### src/rtl/md5_pkg.sv
// Shared types and constants for the MD5 message padder.
package md5_pkg;

  // Padder control states.
  typedef enum logic [2:0] {
    StFill,
    StPad80,
    StPadz,
    StLen,
    StEmit
  } state_e;

  localparam logic [7:0] PadByte    = 8'h80;
  localparam logic [6:0] LenOffset  = 7'd56;
  localparam logic [6:0] BlockBytes = 7'd64;

  // Chunk index of each 128-bit slice of a block, in strobe order en1..en4.
  localparam logic [1:0] Chunk1 = 2'd0;
  localparam logic [1:0] Chunk2 = 2'd1;
  localparam logic [1:0] Chunk3 = 2'd2;
  localparam logic [1:0] Chunk4 = 2'd3;

  // First buffer word of a chunk.
  function automatic logic [3:0] chunk_base(input logic [1:0] sel);
    return {sel, 2'b00};
  endfunction

endpackage

### src/rtl/md5_blk_buf.sv
// 16 x 32-bit block buffer: byte-lane writes, length-word writes, bulk clear,
// and a 128-bit chunk read mux with the lowest-numbered word in the MSBs.
module md5_blk_buf
  import md5_pkg::*;
(
  input  logic         clk,
  input  logic         reset,
  input  logic         clear,
  input  logic         byte_we,
  input  logic [5:0]   byte_idx,
  input  logic [7:0]   byte_data,
  input  logic         len_we,
  input  logic [31:0]  len_lo,
  input  logic [31:0]  len_hi,
  input  logic [1:0]   chunk_sel,
  output logic [127:0] chunk
);

  logic [31:0] mem_q [16];
  logic [3:0]  base;

  // Buffer storage; clear wins over any write in the same cycle.
  always_ff @(posedge clk or negedge reset) begin
    if (!reset) begin
      for (int i = 0; i < 16; i++) mem_q[i] <= '0;
    end else if (clear) begin
      for (int i = 0; i < 16; i++) mem_q[i] <= '0;
    end else begin
      if (byte_we) begin
        // Little-endian packing: byte i lands in lane i%4 of word i/4.
        mem_q[byte_idx[5:2]][{byte_idx[1:0], 3'b000} +: 8] <= byte_data;
      end
      if (len_we) begin
        mem_q[14] <= len_lo;
        mem_q[15] <= len_hi;
      end
    end
  end

  // Chunk read mux.
  always_comb begin
    base  = chunk_base(chunk_sel);
    chunk = {mem_q[base], mem_q[base + 4'd1], mem_q[base + 4'd2], mem_q[base + 4'd3]};
  end

endmodule

### src/rtl/md5_padder.sv
// MD5 message padder: packs bytes into 512-bit blocks, appends 0x80, zero fill
// and the 64-bit bit length, and hands each block to the core as four chunks.
module md5_padder
  import md5_pkg::*;
#(
  parameter int unsigned LEN_W = 64
) (
  input  logic         clk,
  input  logic         reset,
  input  logic [7:0]   din,
  input  logic         din_valid,
  input  logic         din_last,
  output logic         din_ready,
  input  logic         empty_msg,
  input  logic         core_ready,
  output logic [127:0] data_o,
  output logic         en1,
  output logic         en2,
  output logic         en3,
  output logic         en4,
  output logic         blk_last,
  output logic         done
);

  state_e             state_q, state_d;
  logic [6:0]         byte_cnt_q, byte_cnt_d;
  logic [LEN_W-1:0]   bit_len_q, bit_len_d;
  logic               fin_q, fin_d;
  logic               pend80_q, pend80_d;
  logic               msg_end_q, msg_end_d;   // message ended, padding still owed
  logic               active_q, active_d;     // chunk burst in progress
  logic [1:0]         beat_q, beat_d;
  logic               done_q, done_d;
  logic [127:0]       hold_q, hold_d;         // last chunk driven, held between bursts

  logic               buf_clear;
  logic               buf_byte_we;
  logic [7:0]         buf_byte;
  logic               buf_len_we;
  logic [63:0]        len_ext;
  logic [127:0]       chunk;

  md5_blk_buf u_buf (
    .clk       (clk),
    .reset     (reset),
    .clear     (buf_clear),
    .byte_we   (buf_byte_we),
    .byte_idx  (byte_cnt_q[5:0]),
    .byte_data (buf_byte),
    .len_we    (buf_len_we),
    .len_lo    (len_ext[31:0]),
    .len_hi    (len_ext[63:32]),
    .chunk_sel (beat_q),
    .chunk     (chunk)
  );

  // Zero-extend the bit length to the 64-bit trailer.
  always_comb begin
    len_ext              = '0;
    len_ext[LEN_W-1:0]   = bit_len_q;
  end

  // State and datapath registers.
  always_ff @(posedge clk or negedge reset) begin
    if (!reset) begin
      state_q    <= StFill;
      byte_cnt_q <= '0;
      bit_len_q  <= '0;
      fin_q      <= 1'b0;
      pend80_q   <= 1'b0;
      msg_end_q  <= 1'b0;
      active_q   <= 1'b0;
      beat_q     <= Chunk1;
      done_q     <= 1'b0;
      hold_q     <= '0;
    end else begin
      state_q    <= state_d;
      byte_cnt_q <= byte_cnt_d;
      bit_len_q  <= bit_len_d;
      fin_q      <= fin_d;
      pend80_q   <= pend80_d;
      msg_end_q  <= msg_end_d;
      active_q   <= active_d;
      beat_q     <= beat_d;
      done_q     <= done_d;
      hold_q     <= hold_d;
    end
  end

  // Next-state logic and buffer write control.
  always_comb begin
    state_d     = state_q;
    byte_cnt_d  = byte_cnt_q;
    bit_len_d   = bit_len_q;
    fin_d       = fin_q;
    pend80_d    = pend80_q;
    msg_end_d   = msg_end_q;
    active_d    = active_q;
    beat_d      = beat_q;
    done_d      = 1'b0;
    hold_d      = hold_q;
    buf_clear   = 1'b0;
    buf_byte_we = 1'b0;
    buf_byte    = '0;
    buf_len_we  = 1'b0;

    unique case (state_q)
      StFill: begin
        if (din_valid) begin
          buf_byte_we = 1'b1;
          buf_byte    = din;
          byte_cnt_d  = byte_cnt_q + 7'd1;
          bit_len_d   = bit_len_q + LEN_W'(8);
          if (din_last) begin
            // A last byte that also fills the block is handled by PAD80.
            state_d   = StPad80;
            msg_end_d = 1'b1;
          end else if (byte_cnt_q == BlockBytes - 7'd1) begin
            state_d = StEmit;
            fin_d   = 1'b0;
          end
        end else if (empty_msg && byte_cnt_q == '0) begin
          state_d   = StPad80;
          msg_end_d = 1'b1;
        end
      end

      StPad80: begin
        if (byte_cnt_q == BlockBytes) begin
          // No room left: the 0x80 opens the next block.
          state_d  = StEmit;
          fin_d    = 1'b0;
          pend80_d = 1'b1;
        end else begin
          buf_byte_we = 1'b1;
          buf_byte    = PadByte;
          byte_cnt_d  = byte_cnt_q + 7'd1;
          state_d     = StPadz;
        end
      end

      StPadz: begin
        if (byte_cnt_q == LenOffset) begin
          state_d = StLen;
        end else if (byte_cnt_q == BlockBytes) begin
          // Length does not fit: it goes into a following all-pad block.
          state_d = StEmit;
          fin_d   = 1'b0;
        end else begin
          buf_byte_we = 1'b1;
          buf_byte    = 8'h00;
          byte_cnt_d  = byte_cnt_q + 7'd1;
        end
      end

      StLen: begin
        buf_len_we = 1'b1;
        fin_d      = 1'b1;
        state_d    = StEmit;
      end

      StEmit: begin
        if (!active_q) begin
          // core_ready is only looked at before the burst starts.
          if (core_ready) begin
            active_d = 1'b1;
            beat_d   = Chunk1;
          end
        end else begin
          hold_d = chunk;
          beat_d = beat_q + 2'd1;
          if (beat_q == Chunk4) begin
            active_d   = 1'b0;
            buf_clear  = 1'b1;
            byte_cnt_d = '0;
            if (fin_q) begin
              done_d    = 1'b1;
              bit_len_d = '0;
              fin_d     = 1'b0;
              msg_end_d = 1'b0;
              state_d   = StFill;
            end else if (pend80_q) begin
              pend80_d = 1'b0;
              state_d  = StPad80;
            end else if (msg_end_q) begin
              state_d = StPadz;
            end else begin
              state_d = StFill;
            end
          end
        end
      end

      default: state_d = StFill;
    endcase
  end

  // Output decode; ready is forced low while reset is held.
  always_comb begin
    din_ready = (state_q == StFill) && reset;
    en1       = active_q && (beat_q == Chunk1);
    en2       = active_q && (beat_q == Chunk2);
    en3       = active_q && (beat_q == Chunk3);
    en4       = active_q && (beat_q == Chunk4);
    blk_last  = active_q && fin_q;
    data_o    = active_q ? chunk : hold_q;
    done      = done_q;
  end

endmodule

### config.mk
export PLATFORM = sky130hd
export DESIGN_NAME = md5_padder
export DESIGN_NICKNAME = d
export VERILOG_FILES = /design/src/rtl/md5_pkg.sv /design/src/rtl/md5_blk_buf.sv /design/src/rtl/md5_padder.sv
export SDC_FILE = /design/constraint.sdc
export NUM_CORES = 1
export LEC_CHECK = 0
export CORE_ASPECT_RATIO = 0.9
export CORE_MARGIN = 8
export CORE_UTILIZATION = 33
export CTS_BUF_LIST = sky130_fd_sc_hd__clkbuf_4
export CTS_CLUSTER_DIAMETER = 120
export DETAILED_ROUTE_END_ITERATION = 10
export DONT_BUFFER_PORTS = 1
export PLACE_DENSITY = 0.48
export SYNTH_ARGS = -nofsm -noshare
export SYNTH_HDL_FRONTEND = slang
export SYNTH_SLANG_ARGS = --single-unit
### constraint.sdc
create_clock -name clk -period 3.8 [get_ports clk]
set_input_delay 0.76 -clock clk [delete_from_list [all_inputs] [get_ports clk]]
set_output_delay 0.76 -clock clk [all_outputs]
set_load 0.01 [all_outputs]
# == Word level (Yosys, flattened, before mapping) ==
# Index checks and enable logic that the tools add are counted.
# classes
mux,83
n_bitwise,5
magnitude_cmp,6
n_eq_ne,23
n_addsub,7
n_shift,2
reduce_logical,25
# op_table
cell,n
512-bit two-way mux,2
32-bit binary-select mux with 4-bit select,4
512-bit bitwise mux,1
64-bit two-way mux,5
32-bit two-way mux,9
32-bit demux with 4-bit select,1
128-bit two-way mux,1
64-bit one-hot mux with 2 select lines,1
64-bit by 4-bit adder with 64-bit output (second input constant),1
7-bit two-way mux,5
8-bit by 7-bit variable shift with 32-bit output (first input constant),1
8-bit by 7-bit variable part select with 32-bit output,1
1-bit two-way mux,31
7-bit one-hot mux with 4 select lines,1
3-bit two-way mux,9
5-bit >= comparator (second input constant),5
4-bit inverter with 5-bit output,5
5-bit AND reduction,4
2-bit != test (second input constant),9
8-bit two-way mux,2
8-bit one-hot mux with 2 select lines,1
3-bit one-hot mux with 5 select lines,1
7-bit by 6-bit == test with 1-bit output (second input constant),2
2-bit two-way mux,5
28 further kinds,44
# totals
word_cells,177
ff_bits,721

# == Longest topological paths before layout ==
# depth
depth_word,9
mapped_depth,10

# == Hierarchy ==
# Synthesis repeated with hierarchy kept, for this count alone.
# unflattened
cells_unflattened,3251
area_unflattened_um2,36002.0
# modules_own_cells
mod,seq_area_each_um2,area_each_um2,n_inst,cells_each
md5_blk_buf,12812.3,25199.2,1,2057
md5_padder,5154.9,10802.9,1,1194

# == Worst setup path after synthesis ==
# No wires, ideal clock.
# synth_timing
path_type,register to output
startpoint,reg beat_q[0]
endpoint,out data_o[100]
required_time_ns,3.040
path_slack_ns,0.868
path_stages_with_launch,6
arrival_ns,2.172
cell_sequence,dfrtp_1 -> clkbuf_1 -> clkbuf_1 -> buf_1 -> mux4_2 -> mux2_2
# synth_via
elab_chain_cells,5
# synth_rtl
element,line,rtl
from (decl),md5_padder.sv:32,"logic [1:0] beat_q, beat_d;"
from (signal assigned),md5_padder.sv:73,beat_q <= Chunk1;
from (signal assigned),md5_padder.sv:84,beat_q <= beat_d;
4-bit inverter with 5-bit output (implied by the code),md5_blk_buf.sv:43,"chunk = {mem_q[base], mem_q[base + 4'd1], mem_q[base + 4'd2], mem_q[base + 4'd3]};"
32-bit binary-select mux with 4-bit select,md5_blk_buf.sv:43,
32-bit two-way mux (implied by the code) (2 in a row),md5_blk_buf.sv:43,
128-bit two-way mux,-,
to (decl),md5_padder.sv:16,"output logic [127:0] data_o,"
# No other way between the ends. The select of a mux whose other input is x is not followed.

# == Worst setup path after layout ==
# layout_timing
startpoint,reg beat_q[0]
endpoint,out data_o[24]
# layout_via
elab_chain_cells,6
# layout_rtl
element,line
4-bit by 2-bit adder with 4-bit output,md5_blk_buf.sv:43
4-bit inverter with 5-bit output (implied by the code),md5_blk_buf.sv:43
32-bit binary-select mux with 4-bit select,md5_blk_buf.sv:43
32-bit two-way mux (implied by the code) (2 in a row),md5_blk_buf.sv:43
128-bit two-way mux,-
# No other way between the ends. The select of a mux whose other input is x is not followed.

==> flow_metrics.env <==
export IMPL_status="finished, violations left"
export IMPL_violations="hold timing, slew limit"
export IMPL_ctsHoldBuffers=12
export IMPL_ys_top_cells_by_area="dfrtp_1, mux2_2, mux4_2, mux2i_1, o2bb2ai_1"
export IMPL_yosys_mux_area_fraction_pct=21.7
export IMPL_synth_compound_area_share_pct=13.3
export IMPL_final_cell_mix="dfrtp_1, clkbuf_4, nand2_1"
export IMPL_critPathLaunch="beat_q[0]"
export IMPL_cts_tree="yes"
export IMPL_synth_xor_area_share_pct=0.841
export IMPL_path_class="flip-flop to primary output"
export IMPL_synthArstFlopShare_pct=100
export IMPL_synthSimpleGateAreaFrac_pct=8.71
export IMPL_post_route_period_util_pct=96.6
export IMPL_r2r_slack_ns=0.59
export IMPL_cts_num_sinks=718
export IMPL_globalplace_congestion=0.846
export IMPL_crit_arrival_ns=2.91
export IMPL_firstDrtPassIters=5
export IMPL_sw_frac_of_total_pct=37.9
export IMPL_synth_top_area_share_pct=52.3
export IMPL_clock_skew_ns=0.0801
export IMPL_irDropWorstVdd_mv=0.486
export IMPL_clockBufferDepth=3
export IMPL_reg2reg_to="bit_len_q[63]"
export IMPL_viasPerCell=5.66
export IMPL_rsz0062_at_grt="true"
export IMPL_syn_to_final_growth_pct=13.9
export IMPL_syn_inst=2684
export IMPL_core_area_sq_um=104000
export IMPL_setup_viol=0
export IMPL_whs_ns=-0.560
export IMPL_num_vias=24400
export IMPL_antenna_found_initial=10
export IMPL_synth_distinct_cells=72
export IMPL_yosysTopAreaCell="dfrtp_1"
export IMPL_seqPwrFrac_pct=37.6
export IMPL_synth_flop_cell="dfrtp_1"
export IMPL_grt_usage_pct=19.2
export IMPL_wl_per_cell_um=25.8
export IMPL_std_cell_rows=112
export IMPL_slew_headroom_pct=-47.8
export IMPL_die_width_um=356
export IMPL_grt_max_degree=720
export IMPL_finalPower_mw=28.7
export IMPL_end_kind="primary output"
export IMPL_syn_nets=2708
export IMPL_power_switching_mw=10.9
export IMPL_power_density_nw_per_um2=733
export IMPL_place_inst=3933
export IMPL_drive_gt1_share_pct=29.3
export IMPL_cp_start_kind="flip-flop"
export IMPL_hold_violations=718
export IMPL_clkPwrFrac_pct=24.8
export IMPL_endpoint="data_o[24]"
export IMPL_regToRegStartpoint="beat_q[0]"
export IMPL_gr_total_overflow=0
export IMPL_holdCritPathClass="primary input to asynchronous set/reset pin"
export IMPL_numCtsBuffers=202
export IMPL_synthAdderAreaFrac_pct=0.364
export IMPL_synth_seq_area_share_pct=52.3
export IMPL_io_buffers=0
export IMPL_final_cells=4318
export IMPL_worstPathRequired_ns=3.04
export IMPL_dpl_hpwl_um=68300
export IMPL_drv_cap=0
export IMPL_grt_pass1_vias=25500
export IMPL_synth_seq_cells=718
export IMPL_grt_pass1_wl_um=168000
export IMPL_layout_commonest_cell="dfrtp_1"
export IMPL_clock_fmax_ghz=0.273
export IMPL_start_util_pct=33.2
export IMPL_synth_avg_cell_area_sq_um=12.8
export IMPL_die_area_sq_um=115000
export IMPL_remaining_drc_errors=0
export IMPL_setup_tns_ns=0
export IMPL_pin_count=149
export IMPL_drv_slew=294
export IMPL_p_leak_nw=17.2
export IMPL_first_iter_violations=2104
export IMPL_cts_htree_levels=4
export IMPL_synth_edf_count=0
export IMPL_die_h_um=322
export IMPL_min_period_ns=3.67
export IMPL_synth_warnings=0
export IMPL_intPower_mw=17.8
export IMPL_netlist_area_sq_um=34400
export IMPL_routed_wirelength_um=111000
export IMPL_ant_nets=0
export IMPL_cts_root_buf="clkbuf_4"
export IMPL_synth_top_family_by_area="multiplexers"
export IMPL_clk_pin_slew_worst_paths_ns=0.08
export IMPL_cp_max_fo=29
export IMPL_worstMarginPinSlew_ns=2.22
export IMPL_p_comb_share_pct=37.6
export IMPL_clk_latency_ns=1.08
export IMPL_reg2regPathDepth=9
export IMPL_nets=2814
[worst min path at each step]
| stage | startpoint | end | slack [ns] | cells past startpoint |
|---|---|---|---|---|
| floorplan | u_buf.mem_q[128] | u_buf.mem_q[128] | 0.45 | 1 |
| global placement | u_buf.mem_q[245] | u_buf.mem_q[245] | 0.47 | 1 |
| detailed placement | u_buf.mem_q[194] | u_buf.mem_q[194] | 0.47 | 1 |
| CTS | reset | u_buf.mem_q[255] | -0.72 | 0 |
| global route | reset | hold_q[93] | -0.69 | 0 |
| finish | reset | hold_q[93] | -0.56 | 0 |
[flip-flops by register name, summed over array words and instances (netlist names)]
signal	count
pend80_q	1
hold_q	128
u_buf.mem_q	512
byte_cnt_q	7
active_q	1
done	1
bit_len_q	61
beat_q	2
msg_end_q	1
state_q	3
fin_q	1
[layout make-up]
| type | count | area (sq um) |
|---|---|---|
| diodes | 5 | 12.5 |
| clock buffers | 295 | 2210 |
| clock inverters | 64 | 342 |
| fillers | 9915 | 64400 |
| inverters | 29 | 109 |
| multi-input cells | 1739 | 15700 |
| flip-flops and latches | 718 | 18000 |
| well taps | 1368 | 1710 |
| repair buffers | 100 | 1080 |
[worst max-delay path: stages (launching register included)]
cell	delay [ns]
dfrtp_4	0.44
buf_12	0.15
buf_16	0.27
mux4_2	0.64
mux2_4	0.31
[cell usage after synthesis, types with 4 or more instances]
cell	instances
nor2b_1	6
nand4_1	28
a21oi_1	34
nand3_4	4
and4_1	8
o31ai_1	14
a22oi_1	11
nand3_1	58
a22o_1	32
dfrtp_1	718
ha_1	10
nor2_1	126
or3_1	22
clkbuf_1	134
o211ai_1	34
inv_1	29
o22ai_1	5
a2bb2oi_1	14
mux2i_1	171
nor4_1	10
xor2_1	20
nor3_1	13
a31oi_4	25
nand3_2	8
nand2b_1	5
nor3b_1	4
mux4_2	128
nand2_1	255
buf_6	5
buf_2	33
a31oi_2	10
o2bb2ai_1	194
and2_1	12
buf_1	24
a221o_1	61
mux2_2	256
or4_1	9
xnor2_1	13
o21ai_0	67
and3_1	30
[what timing repair did]
action,in CTS,in global routing
pin swaps,0,0
setup endpoints to repair,128,40
gates resized for setup,32,23
setup buffers,2,0
gates cloned,6,1
hold endpoints to repair,777,718
[through the flow]
stage          utilization (%)  cell area, sq um  setup slack (ns)
2_1_floorplan                -             34400             0.868
5_1_grt                   37.8             39100           -0.0146
4_1_cts                   37.7             39000          -0.00664
3_5_place_dp              34.8             36000             0.685
6_report                  37.8             39200             0.130
3_3_place_gp              34.8             36000             0.750
[cells by family after synthesis]
| family | count (synthesis) |
|---|---|
| multiplexers | 555 |
| XOR/XNOR | 33 |
| AND/OR/NAND/NOR | 617 |
| buffers and inverters | 227 |
| flip-flops | 718 |
| AO/OA/AOI/OAI | 524 |
| adder cells (fa/ha/maj) | 10 |
[metal layers]
| layer | global-route usage [%] | vias to the layer above | wire length (um) | part of all wire (%) |
|---|---|---|---|---|
| met3 | 5.02 | 204 | 8000 | 7.2 |
| met1 | 26.1 | 12900 | 49200 | 44 |
| met4 | 7.56 | 2 | 3720 | 3.3 |
| li1 | - | 10500 | - | - |
| met5 | 0 | - | 13 | 0.012 |
| met2 | 29.2 | 841 | 50300 | 45 |
[power by group through the flow]
stage	combinational, mW	clock, mW	sequential [mW]
after floorplan	7.57	0	10.3
after global placement	10.1	0	10.8
after detailed placement	10.3	0	10.9
after CTS	10.8	7.40	10.8
after global routing	11.6	7.80	11.0
final	10.8	7.12	10.8
Power figures use the tool's default switching activity.
